$ cat src/rtl/ram_slot_arbiter.sv
// ram_slot_arbiter: 16-slot RAM time-share (VDG slot 0, loader 4/12, CPU 8) over one sync RAM port; results return 2 clk after issue; E/Q from the slot counter
module ram_slot_arbiter #(
  parameter int ADDR_WIDTH = 16
) (
  input  logic                  clk,
  input  logic                  reset,
  input  logic                  clk_ena,
  input  logic [ADDR_WIDTH-1:0] vdg_addr,
  output logic [7:0]            vdg_data,
  output logic                  vdg_valid,
  input  logic                  cpu_req,
  input  logic                  cpu_we,
  input  logic [ADDR_WIDTH-1:0] cpu_addr,
  input  logic [7:0]            cpu_wdata,
  output logic [7:0]            cpu_rdata,
  output logic                  cpu_ack,
  input  logic                  ld_wr,
  input  logic [ADDR_WIDTH-1:0] ld_addr,
  input  logic [7:0]            ld_data,
  output logic                  ld_busy,
  output logic                  ld_overrun,
  output logic [15:0]           ld_count,
  output logic                  ram_en,
  output logic                  ram_we,
  output logic [ADDR_WIDTH-1:0] ram_addr,
  output logic [7:0]            ram_din,
  input  logic [7:0]            ram_dout,
  output logic [3:0]            slot,
  output logic                  e,
  output logic                  q
);
  localparam logic [1:0] T_NONE = 2'd0, T_VDG = 2'd1, T_CPU = 2'd2, T_LD = 2'd3;
  logic [1:0] tag0, tag1, tag_n;
  logic [ADDR_WIDTH-1:0] buf_addr;
  logic [7:0] buf_data;
  logic is_vdg, is_cpu, drain, accept;
  assign e = slot[3];
  assign q = slot[3] ^ slot[2];
  always_comb begin
    is_vdg = clk_ena && slot == 4'd0;
    is_cpu = clk_ena && slot == 4'd8 && cpu_req;
    drain = clk_ena && (slot == 4'd4 || slot == 4'd12) && ld_busy;
    accept = ld_wr && (!ld_busy || drain);
    tag_n = is_vdg ? T_VDG : is_cpu ? T_CPU : drain ? T_LD : T_NONE;
  end
  always_ff @(posedge clk) begin
    if (reset) begin
      slot <= '0;
      ram_en <= 1'b0;
      ram_we <= 1'b0;
      ram_addr <= '0;
      ram_din <= '0;
      tag0 <= T_NONE;
      tag1 <= T_NONE;
      vdg_valid <= 1'b0;
      vdg_data <= '0;
      cpu_ack <= 1'b0;
      cpu_rdata <= '0;
      ld_count <= '0;
      ld_busy <= 1'b0;
      ld_overrun <= 1'b0;
      buf_addr <= '0;
      buf_data <= '0;
    end else begin
      slot <= clk_ena ? slot + 4'd1 : slot;
      ram_en <= tag_n != T_NONE;
      ram_we <= (is_cpu && cpu_we) || drain;
      ram_addr <= is_vdg ? vdg_addr : is_cpu ? cpu_addr : drain ? buf_addr : ram_addr;
      ram_din <= is_cpu ? cpu_wdata : drain ? buf_data : ram_din;
      tag0 <= tag_n;
      tag1 <= tag0;
      vdg_valid <= tag1 == T_VDG;
      vdg_data <= tag1 == T_VDG ? ram_dout : vdg_data;
      cpu_ack <= tag1 == T_CPU;
      cpu_rdata <= tag1 == T_CPU ? ram_dout : cpu_rdata;
      ld_count <= ld_count + {15'd0, tag1 == T_LD};
      ld_busy <= accept || (ld_busy && !drain);
      ld_overrun <= ld_overrun || (ld_wr && !accept);
      buf_addr <= accept ? ld_addr : buf_addr;
      buf_data <= accept ? ld_data : buf_data;
    end
  end
endmodule

$ cat config.mk
export PLATFORM = sky130hd
export DESIGN_NAME = ram_slot_arbiter
export DESIGN_NICKNAME = d
export VERILOG_FILES = /design/src/rtl/ram_slot_arbiter.sv
export SDC_FILE = /design/constraint.sdc
export NUM_CORES = 1
export LEC_CHECK = 0
export BUFFER_PORTS_ARGS = -buffer_cell sky130_fd_sc_hd__buf_2
export CORE_MARGIN = 5
export CORE_UTILIZATION = 44
export DETAILED_ROUTE_END_ITERATION = 7
export PLACE_DENSITY = 0.84
export SLEW_MARGIN = 25
export SYNTH_ARGS = -nofsm -noshare
export SYNTH_HDL_FRONTEND = slang
export SYNTH_SLANG_ARGS = --single-unit
$ cat constraint.sdc
create_clock -name clk -period 1.76 [get_ports clk]
set_clock_uncertainty 0.2 [all_clocks]
set_input_delay 0.352 -clock clk [delete_from_list [all_inputs] [get_ports clk]]
set_output_delay 0.352 -clock clk [all_outputs]
set_load 0.05 [all_outputs]
==> summary.md, run 1 <==
| Metric | Value |
|---|---|
| Status | complete, but fails checks |
| Failing checks | negative setup slack |
| Netlist cell types | 42 |
| Initial drt markers | 116 |
| Mean routed wirelength per cell | 14.8 um |
| Max Cap Viol | 0 |
| DR vias | 3598 |
| Synthesized instance count | 426 |
| Die ar. | 10800 sq um |
| Leak Pwr | 2.39 nW |
| Grt ovf | 0 |
| Yosys warning count | 0 |
| Layer with the highest usage | met2 |
| HPWL after detailed placement | 7520 um |
| Area leader, netlist | dfxtp_1 |
| Part of the Yosys area used for sequential elements | 48.6% |
| FFs w/ async S/R, synth | 0% |
| Min-delay worst type | primary input to flip-flop |
| CTS tree | yes |
| Type of the worst setup path | flip-flop to flip-flop |
| Final Util | 63.5% |
| Final critical-path share of the clock period | 102% |
| Post-Syn Area | 3870 sq um |
| CTS Sinks | 94 |
| Period minus WS final | 1.80 ns |
| Area growth syn-to-layout | 41.6% |
| Largest net degree at the start of global routing | 38 |
| Drt pass-1 iters | 4 |
| Final setup vio count | 24 |
| IO buf count | 145 |
| Worst setup SP type | flip-flop |
| Clock-pin slew on the worst setup and hold paths | 0.10 ns |
| Endpoints failing hold | 0 |
| Routability cong. | 0.827 |
| CP max FO | 5 |
| Peak supply drop | 556 uV |
| Top-area cell type share of the netlist area | 48.6% |
| Layout cells sized above 1 | 44.8% |
| PD cells | 844 nW/um^2 |
| Cts hold-fix bufs | 0 |
| Core area | 8640 sq um |
| RSZ-0062 raised after global routing | yes |
| Final wirelength | 10400 um |
| GR Layer Usage met2 | 31.3% |
| Synth area leaders | dfxtp_1 (49%), nor2_1 (6.7%), mux2i_1 (6.5%) |
| GR met1 Demand/Resource | 21.6% |
| Worst-margin pin slew | 0.567 ns |
| PnR Total Power | 0.00463 W |
| Gr usage total | 18.4% |
| IO Pins | 146 |
| CP Capture Type | flip-flop |
| Met3 usage | 5.60% |
| Die height | 104 um |
| Setup ws final | -0.0411 ns |
| Final slew viol count | 0 |
| Hold WS | 0.0408 ns |
| Flop and latch count out of synthesis | 94 |
| Initial Util | 44.8% |
| # fillers | 723 |
| CTS Buffer Depth | 2 |
| Main synth FF type | dfxtp_1 |
| Horiz. Die Dim | 104 um |
| Post-synth EDFFs | 0 |
| FP Rows | 34 |
| Worst EP arrival | 1.82 ns |
| Worst slew margin | 62.1% |
| Vias per inst | 5.15 |
| H-Tree Depth | 3 |
| Nets | 672 |
| Ant. Diodes | 0 |
| Clk root buf | clkbuf_8 |
| Synthesized net count | 512 |
| Initial antenna violation count | 0 |
| Max Clk Rate | 555 MHz |
| R2r setup slk | -0.04 ns |
| First-pass GRT wire length | 16800 um |
| Vias in the first global route | 3588 |
| Worst EP required | 1.78 ns |
| Clock Latency Late Sink | 0.34 ns |
| Post-route ant nets | 0 |
| Remaining DRCs | 0 |
| Setup_tns | -0.448 ns |
| CTS buffer count | 9 |
| Syn_area_per_cell | 9.09 sq um |
## layout make-up
| class | count | area [sq um] | share of cell area [%] |
|---|---|---|---|
| tap | 108 | 135 | 2.47 |
| timing repair buffer | 176 | 1090 | 19.9 |
| sequential | 94 | 1920 | 35.0 |
| inverter | 27 | 114 | 2.08 |
| multi-input combinational | 278 | 2000 | 36.5 |
| clock buffer | 10 | 149 | 2.72 |
| clock inverter | 6 | 75.1 | 1.37 |
## cells in the mapped netlist, types with 2 or more instances
| master | n |
|---|---|
| dfxtp_1 | 94 |
| nor2_1 | 69 |
| nand2_1 | 53 |
| inv_1 | 27 |
| mux2i_1 | 25 |
| a21oi_1 | 23 |
| o22ai_1 | 16 |
| clkbuf_1 | 11 |
| o32ai_2 | 9 |
| xnor2_1 | 9 |
| a311oi_1 | 8 |
| ha_1 | 8 |
| nand3_1 | 7 |
| nor2b_1 | 7 |
| o32ai_1 | 7 |
| buf_4 | 5 |
| buf_1 | 4 |
| buf_2 | 4 |
| nand2b_1 | 4 |
| nand4_1 | 4 |
| nor3_1 | 4 |
| xor2_1 | 4 |
| buf_6 | 3 |
| a31o_2 | 2 |
| or2_1 | 2 |
## sequential cells by signal, summed over array words and instances (netlist names)
name and cells:
vdg_data 8, slot 4, cpu_ack 1, tag1 2
buf_data 8, ram_we 1, ld_busy 1, ram_en 1
ram_addr 16, buf_addr 16, ld_count 16, cpu_rdata 8
vdg_valid 1, ram_din 8, tag0 2, ld_overrun 1
## timing repair
item / CTS / global route
resized for setup: 11 / 18
setup endpoints to repair: 26 / 52
setup buffers: 2 / 4
cloned: 0 / 3
pin swaps: 7 / 8
## where the power goes
part,leakage (nW),internal [W],total [W],switching (W)
clock network,0.116,0.000769,0.00157,0.000800
registers,0.775,0.00221,0.00226,0.0000491
logic,1.50,0.000317,0.000799,0.000482
## placed cells by master, fill, tap and decap left out, drive strengths merged, types with 2 or more instances in the layout
master and n:
ha 8, buf 173, nand2 54, o21ai 2, nor4 2, or2 2, xor2 4, nand4 5
clkinv 2, nor3 4, nor2 70, o22ai 16, xnor2 9, inv 30, a31o 2, a21oi 23
clkbuf 13, dfxtp 94, nand2b 4, o32ai 16, nand3 8, nor2b 7, mux2i 25, a311oi 8
## worst max-delay path, stage by stage, from the launching register on
cell	delay, ns
dfxtp_4	0.36
inv_4	0.05
ha_4	0.18
o211ai_4	0.13
a21boi_4	0.22
buf_12	0.15
clkbuf_16	0.15
mux2i_1	0.18
nor2_1	0.05
## per-stage QoR
step	setup WS, ns	instance area [sq um]	cells
after floorplan	-0.0501	4080	426
after global placement	0.00998	5010	674
after detailed placement	-0.0751	5010	674
after CTS	-0.0427	5300	692
after global routing	-0.130	5480	699
final	-0.0411	5480	699
## worst paths after layout
path | from | depth (start not counted) | endpoint
worst max-delay path | slot[0]$_SDFFE_PP0P_ | 8 | buf_addr[14]$_SDFFE_PP0P_
worst max register to register | slot[0]$_SDFFE_PP0P_ | 8 | buf_addr[14]$_SDFFE_PP0P_
worst min-delay path | ld_addr[3] | 3 | buf_addr[3]$_SDFFE_PP0P_
worst min register to register | tag0[1]$_SDFF_PP0_ | 1 | tag1[1]$_SDFF_PP0_
## metal layers
metal  wire length [um]  part of all wire (%)  vias to the layer above
met4                134                   1.3                        0
met2               5310                    51                      130
met1               4140                    40                     1697
met3                790                   7.6                       15
li1                   -                     -                     1756
met5                  0                     0                        -
## cells by family (layout without fill, tap and decap cells)
group | after synthesis | after routing | synth area share (%)
and+or+nand+nor | 160 | 160 | 18.2
DFF | 94 | 94 | 48.6
AOI/OAI and AO/OA | 72 | 72 | 14.8
buffers and inverters | 54 | 219 | 6.43
muxes | 25 | 25 | 6.46
xor gates and xnor gates | 13 | 13 | 2.94
adders and majority gates | 8 | 8 | 2.58
Power figures use the tool's default switching activity.
==> inputs of run 2 (changes only) <==
--- a/config.mk
+++ b/config.mk
@@ -5,11 +5,13 @@
 export SDC_FILE = /design/constraint.sdc
 export NUM_CORES = 1
 export LEC_CHECK = 0
+export ABC_AREA = 1
 export BUFFER_PORTS_ARGS = -buffer_cell sky130_fd_sc_hd__buf_2
 export CORE_MARGIN = 5
-export CORE_UTILIZATION = 44
+export CORE_UTILIZATION = 46
 export DETAILED_ROUTE_END_ITERATION = 7
-export PLACE_DENSITY = 0.84
+export PLACE_DENSITY = 0.85
+export SKIP_CTS_REPAIR_TIMING = 1
 export SLEW_MARGIN = 25
 export SYNTH_ARGS = -nofsm -noshare
 export SYNTH_HDL_FRONTEND = slang
==> run 2 against run 1 <==
Against the previous run: synthesized area grew 14%; via count grew 22%; the run now ends clean; fmax increased by 3.2%; setup slack better by 0.056 ns; critical path type is now flip-flop to output pin; die area grew 8.2%; largest power group unchanged; sequential cell count unchanged; combinational power is 12% higher; clock power shrank 9%; non-clock buffer count fell by 5; highest routed layer is now met5; global-route usage grew 1.3 points.
==> summary.md, run 2 <==
| Metric | Value |
|---|---|
| Area of the multi-input gates | 2120 sq um |
| Die height | 108 um |
| Gr usage total | 19.7% |
| Post-route ant nets | 0 |
| Endpoints failing hold | 0 |
| Top-area cell type share of the netlist area | 42.6% |
| Core area | 9280 sq um |
| H-Tree Depth | 3 |
| DR vias | 4397 |
| Vias per inst | 4.65 |
| Top flop regs | buf_addr x16, ld_count x16, ram_addr x16 |
| FFs w/ async S/R, synth | 0% |
| Final setup vio count | 0 |
| Netlist cell types | 28 |
| Routability cong. | 0.817 |
| # fillers | 839 |
| Max Cap Viol | 0 |
| CTS tree | yes |
| Worst Path Buf+Inv | 2 |
| Worst slew margin | 77.9% |
| Area leader, netlist | dfxtp_1 |
| CP top delay family | flip-flops |
| Part of the Yosys area used for sequential elements | 42.6% |
| Remaining DRCs | 0 |
| Post-DP Area | 5400 sq um |
| Clock share of power | 31.0% |
| Max Clk Rate | 573 MHz |
| Initial drt markers | 222 |
| HPWL after detailed placement | 8510 um |
| CP Capture Type | output pin |
| Switching share of total power | 30.4% |
| Commonest non-fill, non-tap cell in the layout | buf_2 |
| Commonest cells post-synth | nand2_1 (142), nor2_1 (118), inv_1 (100) |
| Final wirelength | 11700 um |
| Vias in the first global route | 4098 |
| Most common cell in the synthesized netlist | nand2_1 |
| Layout cells sized above 1 | 29.9% |
| Nets | 897 |
| Worst EP arrival | 1.19 ns |
| Syn_area_per_cell | 6.73 sq um |
| Synthesized instance count | 656 |
| Horiz. Die Dim | 108 um |
| Grt ovf | 0 |
| Final Util | 62.9% |
| R2r setup slk | 0.08 ns |
| Flop and latch count out of synthesis | 94 |
| Status | completed |
| Slowest stage delay, CP | 0.40 ns |
| Seq pwr share | 49.6% |
| Worst-margin pin slew | 0.332 ns |
| Net switching power | 0.00140 W |
| Clock-pin slew on the worst setup and hold paths | 0.09 ns |
| Yosys warning count | 0 |
| Worst path slowest cell | dfxtp_4 |
| Type of the worst setup path | flip-flop to output pin |
| Worst EP required | 1.21 ns |
| Largest net degree at the start of global routing | 67 |
| Most frequent cells in the layout | buf_2 (144), nand2_1 (136), nor2_1 (114), inv_1 (94), dfxtp_1 (86) |
| RSZ-0062 raised after global routing | yes |
| Worst setup SP type | flip-flop |
| Clk root buf | clkbuf_8 |
| CTS Buffer Depth | 2 |
| CP max FO | 5 |
| Die ar. | 11700 sq um |
| Fin area | 5840 sq um |
| Post-Syn Area | 4420 sq um |
| Min-delay worst type | primary input to flip-flop |
| Initial antenna violation count | 2 |
| Area growth syn-to-layout | 32.2% |
| Clock Latency Late Sink | 0.35 ns |
| Setup_tns | 0 ns |
| Synth area leaders | dfxtp_1 (43%), nand2_1 (12%), nor2_1 (10%) |
| CP cell instances | inv_6, ha_4, buf_8 |
| CTS Sinks | 94 |
| Drt pass-1 iters | 4 |
| Main synth FF type | dfxtp_1 |
| CTS buffer count | 9 |
| Period minus WS final | 1.74 ns |
| Comb pwr share | 19.4% |
| IO buf count | 145 |
| Mean routed wirelength per cell | 12.4 um |
| Synthesized net count | 742 |
| FP Rows | 35 |
| Initial Util | 47.6% |
| Peak supply drop | 629 uV |
| IO Pins | 146 |
| Post-synth EDFFs | 0 |
| First-pass GRT wire length | 18700 um |
| FF+latch area | 1900 sq um |
| Internal power | 0.00320 W |
| PD cells | 789 nW/um^2 |
| Final slew viol count | 0 |
| Final critical-path share of the clock period | 99.1% |
| Leak Pwr | 3.09 nW |
| Hold WS | 0.0400 ns |
[run 2: final cells by class]
type	instances	area share, %
multi-input combinational	422	36.3
sequential	94	32.6
timing repair buffer	171	17.4
inverter	113	7.57
tap	129	2.77
clock buffer	10	2.19
clock inverter	6	1.16
antenna	1	0.0429
[run 2: metrics by stage]
stage / instances / setup WS (ns) / total power [W]
final: 946 / 0.0153 / 0.00460
after global routing: 946 / -0.0302 / 0.00485
after CTS: 937 / -0.153 / 0.00460
after detailed placement: 921 / -0.00624 / 0.00317
after global placement: 921 / 0.00554 / 0.00315
after floorplan: 656 / 0.000150 / 0.00292
[run 2: path summary, 6_finish.rpt]
| path | from | end | cells past startpoint |
|---|---|---|---|
| max | slot[2]$_SDFFE_PP0P_ | q | 3 |
| max reg2reg | slot[0]$_SDFFE_PP0P_ | ram_addr[4]$_SDFFE_PP0P_ | 10 |
| min | ld_data[0] | buf_data[0]$_SDFFE_PP0P_ | 3 |
| min reg2reg | tag0[1]$_SDFF_PP0_ | tag1[1]$_SDFF_PP0_ | 2 |
[run 2: kinds of logic (layout without fill, tap and decap cells)]
group | Yosys count | in the layout | share of synthesized area (%)
flops | 94 | 94 | 42.6
compound gates | 69 | 69 | 7.99
buf+inv | 141 | 300 | 13.1
other cells | 0 | 1 | 0
simple gates | 341 | 342 | 33.5
fa+ha+maj | 8 | 8 | 2.27
xor+xnor | 3 | 3 | 0.595
[run 2: power by group through the flow]
stage          logic, W  registers, W  clock network [W]
6_report       0.000893       0.00228            0.00143
5_1_grt        0.000984       0.00229            0.00157
4_1_cts        0.000841       0.00228            0.00147
3_5_place_dp   0.000838       0.00233                  0
3_3_place_gp   0.000823       0.00233                  0
2_1_floorplan  0.000396       0.00252                  0
[run 2: worst reg2reg max path, stage by stage (launching register included)]
cell     delay [ns]
dfxtp_4        0.37
inv_2          0.07
ha_4           0.16
nand2_8        0.07
nor2_4         0.20
nor2_4         0.08
buf_6          0.14
nand2_4        0.11
nand3_1        0.09
nand2_1        0.07
inv_1          0.03
[run 2: routing by layer]
metal	vias up	wire (um)	part of all wire (%)	global-route usage, %
li1	2308	-	-	-
met1	1949	5180	44	24.7
met2	124	5400	46	32.8
met3	14	968	8.3	6.63
met4	2	132	1.1	4.60
met5	-	13	0.11	0
==> inputs of run 3 (changes only) <==
--- a/config.mk
+++ b/config.mk
@@ -11,6 +11,7 @@
 export CORE_UTILIZATION = 46
 export DETAILED_ROUTE_END_ITERATION = 7
 export PLACE_DENSITY = 0.85
+export SETUP_SLACK_MARGIN = 0.2
 export SKIP_CTS_REPAIR_TIMING = 1
 export SLEW_MARGIN = 25
 export SYNTH_ARGS = -nofsm -noshare
==> run 3 against run 2 <==
Against the previous run: the run now ends with negative setup slack left; fmax shrank 1.4%; critical endpoint unchanged; total power grew 1.4%; sequential share of layout area shrank 2.4 points; global-route usage grew 0.43 points; clock power is essentially flat; sequential power is essentially flat; critical path type unchanged; largest cell class unchanged; final cell count grew 0.53%.
==> summary.md, run 3 (synthesis results as in run 2) <==
| Metric | Value |
|---|---|
| Worst setup SP type | flip-flop |
| Period minus WS final | 1.77 ns |
| Worst Path Buf+Inv | 2 |
| Switching share of total power | 31.8% |
| Final setup vio count | 1 |
| Largest net degree at the start of global routing | 39 |
| Internal power | 0.00318 W |
| R2r setup slk | 0.01 ns |
| Worst r2r dst | buf_addr[5]$_SDFFE_PP0P_ |
| Area growth syn-to-layout | 44.1% |
| CP Capture Type | output pin |
| Initial antenna violation count | 2 |
| Vias per inst | 4.80 |
| Peak supply drop | 721 uV |
| Critical Path End | q |
| Nets | 903 |
| H-Tree Depth | 3 |
| Status | complete, but fails checks |
| Initial drt markers | 203 |
| HPWL after detailed placement | 8490 um |
| Setup ws final | -0.00998 ns |
| Clk root buf | clkbuf_8 |
| Clock share of power | 30.2% |
| CP cell instances | inv_4, ha_4, buf_8 |
| FP Rows | 35 |
| Worst path slowest cell | dfxtp_4 |
| Worst EP required | 1.21 ns |
| Type of the worst setup path | flip-flop to output pin |
| RSZ-0062 raised after global routing | yes |
| Worst EP arrival | 1.22 ns |
| Hold WS | 0.0208 ns |
| Failing checks | negative setup slack |
| Grt ovf | 0 |
| Initial Util | 47.6% |
| Vias in the first global route | 4146 |
| Final slew viol count | 0 |
| Max Clk Rate | 565 MHz |
| Seq pwr share | 48.9% |
| CTS tree | yes |
| Mean routed wirelength per cell | 13.8 um |
| Final Util | 68.5% |
| Final critical-path share of the clock period | 101% |
| Worst r2r src | slot[0]$_SDFFE_PP0P_ |
| Min-delay worst type | primary input to flip-flop |
| Die ar. | 11700 sq um |
| Clock-pin slew on the worst setup and hold paths | 0.09 ns |
| CP max FO | 6 |
| Worst slew margin | 72.3% |
| PD cells | 734 nW/um^2 |
| Levels on crit path | 3 |
| First-pass GRT wire length | 18900 um |
| CTS buffer count | 9 |
| DR vias | 4563 |
| Max Cap Viol | 0 |
| Clock Latency Late Sink | 0.37 ns |
| Gr usage total | 20.1% |
| Layout cells sized above 1 | 35.9% |
| Commonest non-fill, non-tap cell in the layout | nand2_1 |
| Worst-margin pin slew | 0.414 ns |
| Remaining DRCs | 0 |
| Most frequent cells in the layout | nand2_1 (127), nor2_1 (107), buf_2 (96), inv_1 (92), dfxtp_1 (72) |
| Endpoints failing hold | 0 |
| R2R depth | 10 |
| Core area | 9280 sq um |
| # fillers | 764 |
| Horiz. Die Dim | 108 um |
| Drt pass-1 iters | 5 |
| Net switching power | 0.00148 W |
| Final wirelength | 13200 um |
| Post-route ant nets | 0 |
| Routability cong. | 0.815 |
| CTS Buffer Depth | 2 |
| Comb pwr share | 20.9% |
| IO buf count | 145 |
| IO Pins | 146 |
| Leak Pwr | 3.24 nW |
| Slowest stage delay, CP | 0.40 ns |
| CTS Sinks | 94 |
| CP top delay family | flip-flops |
| Top flop regs | buf_addr x16, ld_count x16, ram_addr x16 |
| Ant. Diodes | 0 |
| Crit path from | slot[3]$_SDFFE_PP0P_ |
| Die height | 108 um |
## run 3: how the worst min path moves through the flow
stage,from,depth (start not counted),to
5_1_grt,ld_data[7],3,buf_data[7]$_SDFFE_PP0P_
4_1_cts,ram_dout[1],3,vdg_data[1]$_SDFFE_PP0P_
3_5_place_dp,tag0[0]$_SDFF_PP0_,2,tag1[0]$_SDFF_PP0_
6_report,ld_addr[15],3,buf_addr[15]$_SDFFE_PP0P_
3_3_place_gp,tag0[0]$_SDFF_PP0_,2,tag1[0]$_SDFF_PP0_
2_1_floorplan,tag0[0]$_SDFF_PP0_,2,tag1[0]$_SDFF_PP0_
## run 3: area by class of cell
cell class                 instances  area (sq um)  area share, %
multi-input combinational        423          2310           36.4
sequential                        94          1920           30.2
timing repair buffer             174          1280           20.1
inverter                         113           465           7.32
tap                              129           161           2.54
clock buffer                      10           149           2.34
clock inverter                     6          41.3          0.649
timing repair inverter             2          25.0          0.393
## run 3: stage by stage
stage / power (W) / setup slack (ns) / std cells / TNS, ns / cell area [sq um]
floorplan: 0.00292 / 0.0361 / 656 / 0 / 4580
global placement: 0.00315 / 0.0597 / 915 / 0 / 5430
detailed placement: 0.00316 / 0.0421 / 915 / 0 / 5430
CTS: 0.00453 / -0.148 / 931 / -0.148 / 5620
global route: 0.00491 / -0.0651 / 951 / -0.724 / 6360
finish: 0.00467 / -0.00998 / 951 / -0.00998 / 6360
## run 3: layer usage
layer / vias up / GRT usage [%] / share of wire [%]
li1: 2320 / - / -
met3: 24 / 7.10 / 9.2
met1: 2041 / 24.4 / 40
met5: - / 0 / 0.21
met2: 174 / 33.3 / 49
met4: 4 / 6.67 / 1.4
## run 3: power by group through the flow
stage / registers, W / clock network (W) / logic (W)
floorplan: 0.00252 / 0 / 0.000402
global placement: 0.00233 / 0 / 0.000826
detailed placement: 0.00233 / 0 / 0.000832
CTS: 0.00228 / 0.00142 / 0.000837
global route: 0.00230 / 0.00154 / 0.00107
finish: 0.00228 / 0.00141 / 0.000974
## run 3: worst min-delay path, stage by stage
cell and delay (ns):
buf_2 0.07, o21ai_1 0.06, nor2_1 0.07
